[src/rtl/intra_sched_pkg.sv]
// Shared types and widths for the intra-16x16 macroblock scheduler.
package intra_sched_pkg;

  localparam int unsigned COORD_W = 10;
  localparam int unsigned SCORE_W = 64;
  localparam int unsigned MODE_W  = 2;
  localparam int unsigned NZ_W    = 32;
  localparam int unsigned WAIT_W  = 32;

  // One-hot frame sequencer states
  typedef enum logic [4:0] {
    ST_IDLE  = 5'b00001,
    ST_LOAD  = 5'b00010,
    ST_RUN   = 5'b00100,
    ST_WAIT  = 5'b01000,
    ST_FLUSH = 5'b10000
  } sched_state_e;

  // One picker result together with the macroblock it belongs to
  typedef struct packed {
    logic [COORD_W-1:0] x;
    logic [COORD_W-1:0] y;
    logic [SCORE_W-1:0] score;
    logic [MODE_W-1:0]  mode;
    logic [NZ_W-1:0]    nz;
  } mb_res_t;

endpackage

[src/rtl/intra_res_buf.sv]
// Single-entry result holding register drained by a valid/ready handshake.
module intra_res_buf
  import intra_sched_pkg::*;
(
  input  logic    clk,
  input  logic    rst_n,
  input  logic    cap_en,
  input  mb_res_t cap_data,
  input  logic    clr,
  input  logic    ready,
  output logic    valid,
  output mb_res_t data
);

  logic    valid_q, valid_d;
  mb_res_t data_q, data_d;

  // Clear beats capture; capture is never issued while the entry is held
  always_comb begin
    valid_d = valid_q;
    data_d  = data_q;
    if (clr) begin
      valid_d = 1'b0;
      data_d  = '0;
    end else if (cap_en) begin
      valid_d = 1'b1;
      data_d  = cap_data;
    end else if (ready) begin
      valid_d = 1'b0;
    end
  end

  // Entry registers
  always_ff @(posedge clk or negedge rst_n) begin
    if (!rst_n) begin
      valid_q <= 1'b0;
      data_q  <= '0;
    end else begin
      valid_q <= valid_d;
      data_q  <= data_d;
    end
  end

  assign valid = valid_q;
  assign data  = data_q;

endmodule

[src/rtl/intra16_mb_scheduler.sv]
// Frame sequencer: walks macroblocks in raster order, drives loads and picker
// starts, and buffers one result at a time for the entropy stage.
module intra16_mb_scheduler #(
  parameter int unsigned COORD_W = 10
) (
  input  logic                                 clk,
  input  logic                                 rst_n,
  input  logic                                 frame_start,
  input  logic [COORD_W-1:0]                   mb_w,
  input  logic [COORD_W-1:0]                   mb_h,
  input  logic                                 abort,
  output logic                                 ld_req,
  output logic [COORD_W-1:0]                   ld_x,
  output logic [COORD_W-1:0]                   ld_y,
  input  logic                                 ld_ack,
  output logic                                 pick_start,
  output logic                                 pick_clear,
  output logic [COORD_W-1:0]                   pick_x,
  output logic [COORD_W-1:0]                   pick_y,
  input  logic                                 pick_done,
  input  logic [intra_sched_pkg::SCORE_W-1:0]  pick_score,
  input  logic [intra_sched_pkg::MODE_W-1:0]   pick_mode,
  input  logic [intra_sched_pkg::NZ_W-1:0]     pick_nz,
  output logic                                 res_valid,
  input  logic                                 res_ready,
  output logic [COORD_W-1:0]                   res_x,
  output logic [COORD_W-1:0]                   res_y,
  output logic [intra_sched_pkg::SCORE_W-1:0]  res_score,
  output logic [intra_sched_pkg::MODE_W-1:0]   res_mode,
  output logic [intra_sched_pkg::NZ_W-1:0]     res_nz,
  output logic                                 busy,
  output logic                                 frame_done,
  output logic [intra_sched_pkg::WAIT_W-1:0]   wait_cycles
);

  import intra_sched_pkg::*;

  sched_state_e        state_q, state_d;
  logic [COORD_W-1:0]  mb_w_q, mb_w_d, mb_h_q, mb_h_d;
  logic [COORD_W-1:0]  mb_x_q, mb_x_d, mb_y_q, mb_y_d;
  logic [WAIT_W-1:0]   wait_q, wait_d;
  logic                ld_req_q, ld_req_d;
  logic                pick_start_q, pick_start_d;
  logic                pick_clear_q, pick_clear_d;
  logic                busy_q, busy_d;
  logic                frame_done_q, frame_done_d;

  logic                buf_cap, buf_clr, buf_valid, buf_free;
  logic                last_col, last_row;
  mb_res_t             cap_data, res_data;

  // Buffer can take a new result next cycle if it is empty or draining now
  assign buf_free = !buf_valid || res_ready;
  assign last_col = (mb_x_q == (mb_w_q - COORD_W'(1)));
  assign last_row = (mb_y_q == (mb_h_q - COORD_W'(1)));
  assign cap_data = '{x: mb_x_q, y: mb_y_q, score: pick_score, mode: pick_mode, nz: pick_nz};

  // Next-state, coordinate walk and registered pulse outputs
  always_comb begin
    state_d      = state_q;
    mb_w_d       = mb_w_q;
    mb_h_d       = mb_h_q;
    mb_x_d       = mb_x_q;
    mb_y_d       = mb_y_q;
    wait_d       = wait_q;
    pick_start_d = 1'b0;
    pick_clear_d = 1'b0;
    frame_done_d = 1'b0;
    buf_cap      = 1'b0;
    buf_clr      = 1'b0;

    if (abort) begin
      state_d = ST_IDLE;
      buf_clr = 1'b1;
    end else begin
      case (state_q)
        ST_IDLE: begin
          if (frame_start) begin
            mb_w_d       = mb_w;
            mb_h_d       = mb_h;
            mb_x_d       = '0;
            mb_y_d       = '0;
            wait_d       = '0;
            pick_clear_d = 1'b1;
            state_d      = ((mb_w == '0) || (mb_h == '0)) ? ST_FLUSH : ST_LOAD;
          end
        end
        ST_LOAD: begin
          // Skip RUN when the buffer is already free so the start follows the ack directly
          if (ld_ack) begin
            if (buf_free) begin
              pick_start_d = 1'b1;
              state_d      = ST_WAIT;
            end else begin
              state_d = ST_RUN;
            end
          end
        end
        ST_RUN: begin
          if (buf_free) begin
            pick_start_d = 1'b1;
            state_d      = ST_WAIT;
          end
        end
        ST_WAIT: begin
          if (wait_q != '1) begin
            wait_d = wait_q + WAIT_W'(1);
          end
          if (pick_done) begin
            buf_cap = 1'b1;
            if (last_col) begin
              mb_x_d = '0;
              mb_y_d = mb_y_q + COORD_W'(1);
            end else begin
              mb_x_d = mb_x_q + COORD_W'(1);
            end
            state_d = (last_col && last_row) ? ST_FLUSH : ST_LOAD;
          end
        end
        ST_FLUSH: begin
          if (buf_free) begin
            frame_done_d = 1'b1;
            state_d      = ST_IDLE;
          end
        end
        default: begin
          state_d = ST_IDLE;
        end
      endcase
    end

    ld_req_d = (state_d == ST_LOAD);
    // Busy covers the frame_done cycle so it falls the cycle after the pulse
    busy_d   = (state_d != ST_IDLE) || frame_done_d;
  end

  // State, frame context and output registers
  always_ff @(posedge clk or negedge rst_n) begin
    if (!rst_n) begin
      state_q      <= ST_IDLE;
      mb_w_q       <= '0;
      mb_h_q       <= '0;
      mb_x_q       <= '0;
      mb_y_q       <= '0;
      wait_q       <= '0;
      ld_req_q     <= 1'b0;
      pick_start_q <= 1'b0;
      pick_clear_q <= 1'b0;
      busy_q       <= 1'b0;
      frame_done_q <= 1'b0;
    end else begin
      state_q      <= state_d;
      mb_w_q       <= mb_w_d;
      mb_h_q       <= mb_h_d;
      mb_x_q       <= mb_x_d;
      mb_y_q       <= mb_y_d;
      wait_q       <= wait_d;
      ld_req_q     <= ld_req_d;
      pick_start_q <= pick_start_d;
      pick_clear_q <= pick_clear_d;
      busy_q       <= busy_d;
      frame_done_q <= frame_done_d;
    end
  end

  intra_res_buf u_res_buf (
    .clk      (clk),
    .rst_n    (rst_n),
    .cap_en   (buf_cap),
    .cap_data (cap_data),
    .clr      (buf_clr),
    .ready    (res_ready),
    .valid    (buf_valid),
    .data     (res_data)
  );

  assign ld_req      = ld_req_q;
  assign ld_x        = mb_x_q;
  assign ld_y        = mb_y_q;
  assign pick_start  = pick_start_q;
  assign pick_clear  = pick_clear_q;
  assign pick_x      = mb_x_q;
  assign pick_y      = mb_y_q;
  assign res_valid   = buf_valid;
  assign res_x       = res_data.x;
  assign res_y       = res_data.y;
  assign res_score   = res_data.score;
  assign res_mode    = res_data.mode;
  assign res_nz      = res_data.nz;
  assign busy        = busy_q;
  assign frame_done  = frame_done_q;
  assign wait_cycles = wait_q;

endmodule

[config.mk]
export PLATFORM = sky130hd
export DESIGN_NAME = intra16_mb_scheduler
export DESIGN_NICKNAME = d
export VERILOG_FILES = /design/src/rtl/intra_sched_pkg.sv /design/src/rtl/intra_res_buf.sv /design/src/rtl/intra16_mb_scheduler.sv
export SDC_FILE = /design/constraint.sdc
export NUM_CORES = 1
export LEC_CHECK = 0
export CAP_MARGIN = 20
export CORE_ASPECT_RATIO = 2
export CORE_MARGIN = 2
export CORE_UTILIZATION = 30
export CTS_CLUSTER_DIAMETER = 150
export CTS_CLUSTER_SIZE = 25
export DETAILED_ROUTE_END_ITERATION = 7
export PLACE_DENSITY = 0.56
export SLEW_MARGIN = 20
export SYNTH_ARGS = -nofsm -noshare
export SYNTH_HDL_FRONTEND = slang
export SYNTH_SLANG_ARGS = --single-unit
[constraint.sdc]
create_clock -name clk -period 2.5 [get_ports clk]
set_clock_uncertainty 0.15 [all_clocks]
set_input_delay 0.625 -clock clk [delete_from_list [all_inputs] [get_ports clk]]
set_output_delay 0.625 -clock clk [all_outputs]
set_load 0.01 [all_outputs]
==> qor.csv <==
stage;metric;value;unit
grt;GRT Total Usage;20.4;%
timing;Final Critical Period;2450;ps
floorplanning;Initial Util;30.5;%
detailed_routing;DRC Markers;0;
floorplanning;die width;132;µm
floorplanning;core area;0.0321;mm²
clock_network;maximum clock path buffer count;3;
synthesis;top cell type's share of synthesized area;51.2;%
floorplanning;row cnt;93;
timing;Max Slew Vio Count;0;
cells_and_area;layout cells sized above 1;11.0;%
hold_path;hold path startpoint;u_res_buf.data[63]$_DFFE_PN0P_;
floorplanning;io pins;321;
detailed_routing;post-route ant nets;0;
clock_network;Reg clk slew, reported paths;110;ps
synthesis;largest cells by area after synthesis;dfrtp_1 (51%), nand2_1 (12%), a21oi_1 (7.0%);
synthesis;Syn Area/Cell;8.84;µm²
synthesis;Synth async-reset ratio;100;%
critical_path;R2R cell count;7;
hold_path;Hold Crit Depth;2;
grt;antenna violations before repair;2;
cells_and_area;utilization after layout;45.1;%
synthesis;syn nets;1237;
hold_path;Hold Crit Class;reg -> reg;
synthesis;Seq/Total Area, Yosys;51.4;%
critical_path;CP endpoint kind;output port;
grt;number of global-route vias before repair;9502;
detailed_routing;vias after detailed routing;9236;
placed_design;DP HPWL;27000;µm
timing;Final Cycle Share;98.1;%
grt;total gr overflow;0;
cells_and_area;synthesis-to-finish area growth;48.0;%
synthesis;FF+latch count, synth;201;
pwr;Power Density;487;mW/mm²
detailed_routing;First-pass DRT Iterations;5;
clock_network;Setup Fix Bufs, Post-CTS;0;
synthesis;most common cell in the netlist;nand2_1;
cells_and_area;Layout Cells excl Fill;1882;
clock_network;CTS tree;yes;
synthesis;Yosys top cell by area;dfrtp_1;
cells_and_area;layout net count;1580;
critical_path;CP Data Arrival Time;1680;ps
clock_network;clock buffer count from CTS;12;
run;max-cap viol count;0;
synthesis;YS warnings;0;
synthesis;Post-synth EDFFs;0;
status;status;complete, no violations;
clock_network;worst skew pair latency;490;ps
placed_design;cell count after placement;1862;
timing;setup violators final;0;
synthesis;Post-synth top flop;dfrtp_1;
synthesis;Cell variety after synth;69;
detailed_routing;DR iter-0 viols;375;
synthesis;most frequent cells after synthesis;nand2_1 (322), dfrtp_1 (200), a21oi_1 (137);
floorplanning;die footprint;0.0342;mm²
floorplanning;Vert. Die Dim;259;µm
clock_network;Clock Sinks;201;
detailed_routing;DR WL/cell;19.0;µm
clock_network;Root Buffer;clkbuf_16;
detailed_routing;drt total wl;35700;µm
synthesis;Mapped Area;0.00978;mm²
critical_path;Startpoint Class;flip-flop;
placed_design;global placer's final weighted congestion;0.825;
detailed_routing;Via density;4.91;
timing;max_slew headroom;67.4;%
critical_path;Req. time, crit path;1730;ps
pwr;P_leak;5.94;nW
timing;Max Clk Rate;0.408;GHz
critical_path;crit-path max FO;8;
placed_design;IO Port Bufs;320;
critical_path;Setup crit start;ld_x[3]$_DFFE_PN0P_;
critical_path;worst reg2reg path startpoint;state_q[1]$_DFF_PN0_;
grt;largest net degree at the start of global routing;96;
critical_path;Setup Crit Path Kind;reg -> out;
synthesis;number of cells produced by synthesis;1107;
timing;Least-Margin Pin Slew;488;ps
grt;first-pass GRT wire length;54500;µm
pwr;VDD IR max;0.417;mV
timing;Final Hold Viols;0;
clock_network;H-tree Lvls;1;
==> metrics by stage <==
stage                     setup WS, ps  power (W)  cell area [µm²]  hold slack (ps)  TNS, ps
after floorplan                   -203    0.00418             9870              179     -618
after global placement            -225    0.00485            14000              359    -5220
after detailed placement          -241    0.00488            14000              364    -5810
after CTS                       0.0802    0.00712            14400              380        0
after global routing            -0.978    0.00738            14500              392   -0.978
final                             46.3    0.00704            14500              375        0
==> area by class of cell <==
cell class / count / area, µm²
antenna: 2 / 5.00
clock buffer: 16 / 337
clock inverter: 1 / 30.0
fill: 3249 / 17600
inverter: 14 / 52.6
multi-input combinational: 805 / 4420
sequential: 201 / 5040
tap: 427 / 534
timing repair buffer: 416 / 4050
==> worst paths after layout <==
kind / endpoint / slack (ps)
hold / removal: u_res_buf.data[63]$_DFFE_PN0P_ / 380
setup / recovery: pick_x[3] / 50
min in group asynchronous: wait_cycles[14]$_DFFE_PN0P_ / 420
setup reg to reg: ld_y[0]$_DFFE_PN0P_ / 100
max in group asynchronous: u_res_buf.data[19]$_DFFE_PN0P_ / 1020
hold reg to reg: u_res_buf.data[63]$_DFFE_PN0P_ / 380
==> power breakdown <==
part | switching, W | leakage, nW | internal, W
registers | 0.000192 | 2.76 | 0.00336
logic | 0.000649 | 3.01 | 0.000667
clock network | 0.00119 | 0.175 | 0.000979
==> sequential cells by signal, summed over array words and instances (netlist names) <==
register / count
ld_x: 10
pick_start: 1
frame_done: 1
u_res_buf.valid: 1
pick_clear: 1
ld_y: 10
mb_h_q: 10
state_q: 5
ld_req: 1
u_res_buf.data: 118
mb_w_q: 10
wait_cycles: 32
busy: 1
==> critical path, cell delays in order, from the launching register on <==
cell	delay (ps)
dfrtp_2	440
buf_4	200
clkdlybuf4s50_1	550
==> logic make-up (layout without fill, tap and decap cells) <==
| kind of cell | count (synthesis) | after routing | synth area share (%) |
|---|---|---|---|
| fa+ha+maj | 5 | 5 | 0.639 |
| compound gates | 195 | 195 | 12.0 |
| xor+xnor | 48 | 48 | 4.30 |
| buf+inv | 101 | 447 | 4.73 |
| mux | 13 | 13 | 1.36 |
| flops | 201 | 201 | 51.4 |
| simple gates | 544 | 544 | 25.6 |
| other cells | 0 | 2 | 0 |
==> per-layer routing <==
layer / GRT usage [%] / part of all wire, % / vias to the layer above
met5: 0 / 0 / -
met4: 9.84 / 4.6 / 0
met3: 3.22 / 4.5 / 68
met2: 40.0 / 57 / 255
met1: 20.8 / 34 / 4519
li1: - / - / 4394
==> what timing repair did <==
item | in CTS | in global routing
pin swaps | 0 | 2
resized for setup | 9 | 13
endpoints found under the setup margin | 20 | 24
gates cloned | 0 | 0
hold endpoints to repair | 26 | 0
hold buffers | 1 | 0
==> placed cells by master (no fill, tap or decap), types with 8 or more instances in the layout <==
| master | Yosys | routed |
|---|---|---|
| clkbuf_16 | 0 | 13 |
| mux2i_1 | 11 | 11 |
| nand2b_1 | 13 | 13 |
| buf_4 | 21 | 86 |
| nor2_1 | 55 | 55 |
| and3_1 | 13 | 12 |
| nor2b_1 | 10 | 9 |
| inv_1 | 13 | 13 |
| nand4_1 | 23 | 23 |
| dfrtp_1 | 200 | 191 |
| xor2_1 | 13 | 13 |
| o21ai_0 | 14 | 14 |
| clkdlybuf4s50_1 | 0 | 318 |
| xnor2_1 | 35 | 35 |
| a21oi_1 | 137 | 137 |
| dfrtp_2 | 0 | 9 |
| nor4_1 | 11 | 8 |
| nand2_1 | 322 | 321 |
| nor3_1 | 26 | 19 |
| nand3_1 | 24 | 24 |
| buf_12 | 0 | 10 |
Note: power is estimated with default switching activity, not from simulation.
==> patch: new RTL, same settings <==
Register the input `pick_mode` before use, without a reset. The logic sees it one clock later. The other inputs are not delayed to match.
--- a/src/rtl/intra16_mb_scheduler.sv
+++ b/src/rtl/intra16_mb_scheduler.sv
@@ -35,6 +35,12 @@
 
   import intra_sched_pkg::*;
 
+  logic [intra_sched_pkg::MODE_W-1:0] pick_mode_q;
+
+  always_ff @(posedge clk) begin
+    pick_mode_q <= pick_mode;
+  end
+
   sched_state_e        state_q, state_d;
   logic [COORD_W-1:0]  mb_w_q, mb_w_d, mb_h_q, mb_h_d;
   logic [COORD_W-1:0]  mb_x_q, mb_x_d, mb_y_q, mb_y_d;
@@ -53,7 +59,7 @@
   assign buf_free = !buf_valid || res_ready;
   assign last_col = (mb_x_q == (mb_w_q - COORD_W'(1)));
   assign last_row = (mb_y_q == (mb_h_q - COORD_W'(1)));
-  assign cap_data = '{x: mb_x_q, y: mb_y_q, score: pick_score, mode: pick_mode, nz: pick_nz};
+  assign cap_data = '{x: mb_x_q, y: mb_y_q, score: pick_score, mode: pick_mode_q, nz: pick_nz};
 
   // Next-state, coordinate walk and registered pulse outputs
   always_comb begin
Function: changed (a bounded check fails within 4 cycles, from zero or initial values and one cycle with rst_n low).
==> patch against the original RTL <==
Synthesized area shrank 2.2%. Worst setup slack got worse by 240 ps. Non-clock buffer count grew 44. Sequential cell count increased by 2. Critical path depth is 5 higher. Largest power group unchanged. The run now ends with negative setup slack left. Critical endpoint is now ld_y[9]. Largest cell class unchanged. Critical path type is now flop to flop. Cell area is 2.1% higher. Routed wire length shrank 5.6%. Power is 0.33% lower.
==> patch: results (changes against the original RTL) <==
stage;metric;value;unit;change
yosys;synthAdderAreaFrac;0.00654;;+0.000146
route;vias_per_cell;4.83;;-1.5%
worst_setup_path;worst_path_max_delay_cell;or4_4;;
global_route;grt_pass1_vias;9111;;-4.1%
worst_setup_path;crit_end;ld_y[9];;
run_status;run_status;finished, violations left;;
power_and_ir_drop;ir_worst_vdd;532;uV;+28%
yosys;yosys-mux-area-fraction;0.0209;;+0.00737
yosys;synth.top_cells.by_area;dfrtp_1 52%, nand2_1 11%, a21oi_1 7.6%, xor2_1 2.5%, clkbuf_1 2.4%;;
worst_hold_path;hold_path_end;u_res_buf.data[32];;
power_and_ir_drop;switching_power;0.00192;W;-5.8%
timing;timing.final.ws_setup;-196;ps;-243 ps
route;highest-signal-layer;met4;;
placed_design;detailedPlacementHpwl;24600;microns;-8.6%
route;drt-met1-wl;12200;microns;-0.56%
route;postRouteWirelength;33700;microns;-5.6%
route;wire_per_inst;18.0;microns;-5.2%
yosys;yosys_warnings;0;;unchanged
global_route;grt_util_met2;0.382;;-0.0177
power_and_ir_drop;leakage;5.95;nW;+0.15%
global_route;m3_gr_usage;0.0252;;-0.00698
run_status;failed_checks;negative setup slack;;
yosys;ffs_w_async_s_r_synth;0.990;;-0.00985
cells_and_area;final_nets;1578;;-0.13%
placed_design;place_area;14100;sq um;+0.42%
worst_setup_path;crit_arrival;2940;ps;+1260 ps
global_route;overflow;0;;unchanged
worst_setup_path;critical_path_class;flop to flop;;
timing;setup_viol;25;;+25
yosys;synth_cell_types;61;;-12%
clock_tree;worst_skew_pair.late_latency;500;ps;
placed_design;dp_cells;1842;;-1.1%
worst_hold_path;worstHoldStart;pick_mode_q[0];;
cells_and_area;layout-drive-gt1-share;0.159;;+0.0491
yosys;synth-compound-area-share;0.130;;+0.00992
worst_setup_path;critical_path.reg2reg.startpoint;mb_w_q[6];;
timing;worst_slew_pin_slew;900;ps;+411 ps
route;detailedRoute.firstIterationViolations;342;;-8.8%
yosys;yosys.area_share.xor_xnor;0.0487;;+0.00569
route;routed-wl-met3;1590;microns;-0.99%
route;drt_first_pass_iters;4;;-1
yosys;postSynthAreaPerCell;9.04;sq um;+2.3%
global_route;grt_max_degree;121;;+26%
clock_tree;cts_buffers;12;;unchanged
yosys;synth.top_cells.by_count;276 x nand2_1, 200 x dfrtp_1, 146 x a21oi_1;;
global_route;use_met1;0.213;;+0.00506
worst_setup_path;worst_r2r_endpoint;ld_y[9];;
worst_setup_path;critPathTopFamily;simple AND/OR/NAND/NOR gates;;
global_route;grt_pass1_wl;51200;microns;-6.1%
worst_setup_path;timing.critical_path.fanout_max;5;;-3
route;met2_length;18800;microns;-6.8%
global_route;grt_antenna_before_repair;1;;-1
yosys;yosysSeqAreaShare;0.530;;+0.0159
yosys;mappedNetlistNets;1188;;-4.0%
global_route;grt.total_usage;0.198;;-0.00665
placed_design;gpl.final_weighted_congestion;0.868;;+5.3%
clock_tree;cts.path.max_buffers;3;;unchanged
yosys;leading_register_cell_type_out_of_synthesis;dfrtp_1;;
[patch: changes by cell type after synthesis, sizes merged, moves of 5 or more]
cell / unedited run / this run
a31oi: 0 / 5
nor2b: 10 / 5
mux2i: 11 / 2
nand2b: 13 / 7
nand2: 322 / 276
a21oi: 138 / 146
or3: 6 / 14
xor2: 13 / 27
nand4: 24 / 12
xnor2: 35 / 21
mux2: 2 / 16
o21ai: 16 / 37
[patch: area by class of cell]
| class | count | area [sq um] |
|---|---|---|
| diodes | 1 | 2.50 |
| clock buffers | 16 | 337 |
| clock inverters | 1 | 30.0 |
| fillers | 3063 | 16600 |
| inverters | 12 | 45.0 |
| multi-input cells | 759 | 4300 |
| flip-flops and latches | 203 | 5080 |
| well taps | 423 | 529 |
| repair buffers | 460 | 4460 |
[patch: per-stage QoR]
stage | utilization | setup TNS, ps | worst slack, ps | hold WS, ps
2_1_floorplan | - | -76.4 | -76.4 | 179
3_3_place_gp | 0.448 | -5510 | -418 | 292
3_5_place_dp | 0.448 | -6900 | -450 | 290
4_1_cts | 0.466 | -1730 | -168 | 296
5_1_grt | 0.470 | -6460 | -312 | 323
6_report | 0.470 | -2320 | -196 | 288
[patch: what timing repair did]
item,in CTS,in global routing
hold buffers,1,0
hold endpoints to repair,10,0
pin swaps,25,12
buffers inserted,7,7
endpoints found under the setup margin,48,58
resized for setup,29,24
[patch: power by group through the flow]
stage | clock network (W) | registers, W | logic (W)
2_1_floorplan | 0 | 0.00353 | 0.000607
3_3_place_gp | 0 | 0.00353 | 0.00129
3_5_place_dp | 0 | 0.00353 | 0.00131
4_1_cts | 0.00229 | 0.00347 | 0.00135
5_1_grt | 0.00238 | 0.00349 | 0.00152
6_report | 0.00217 | 0.00347 | 0.00138
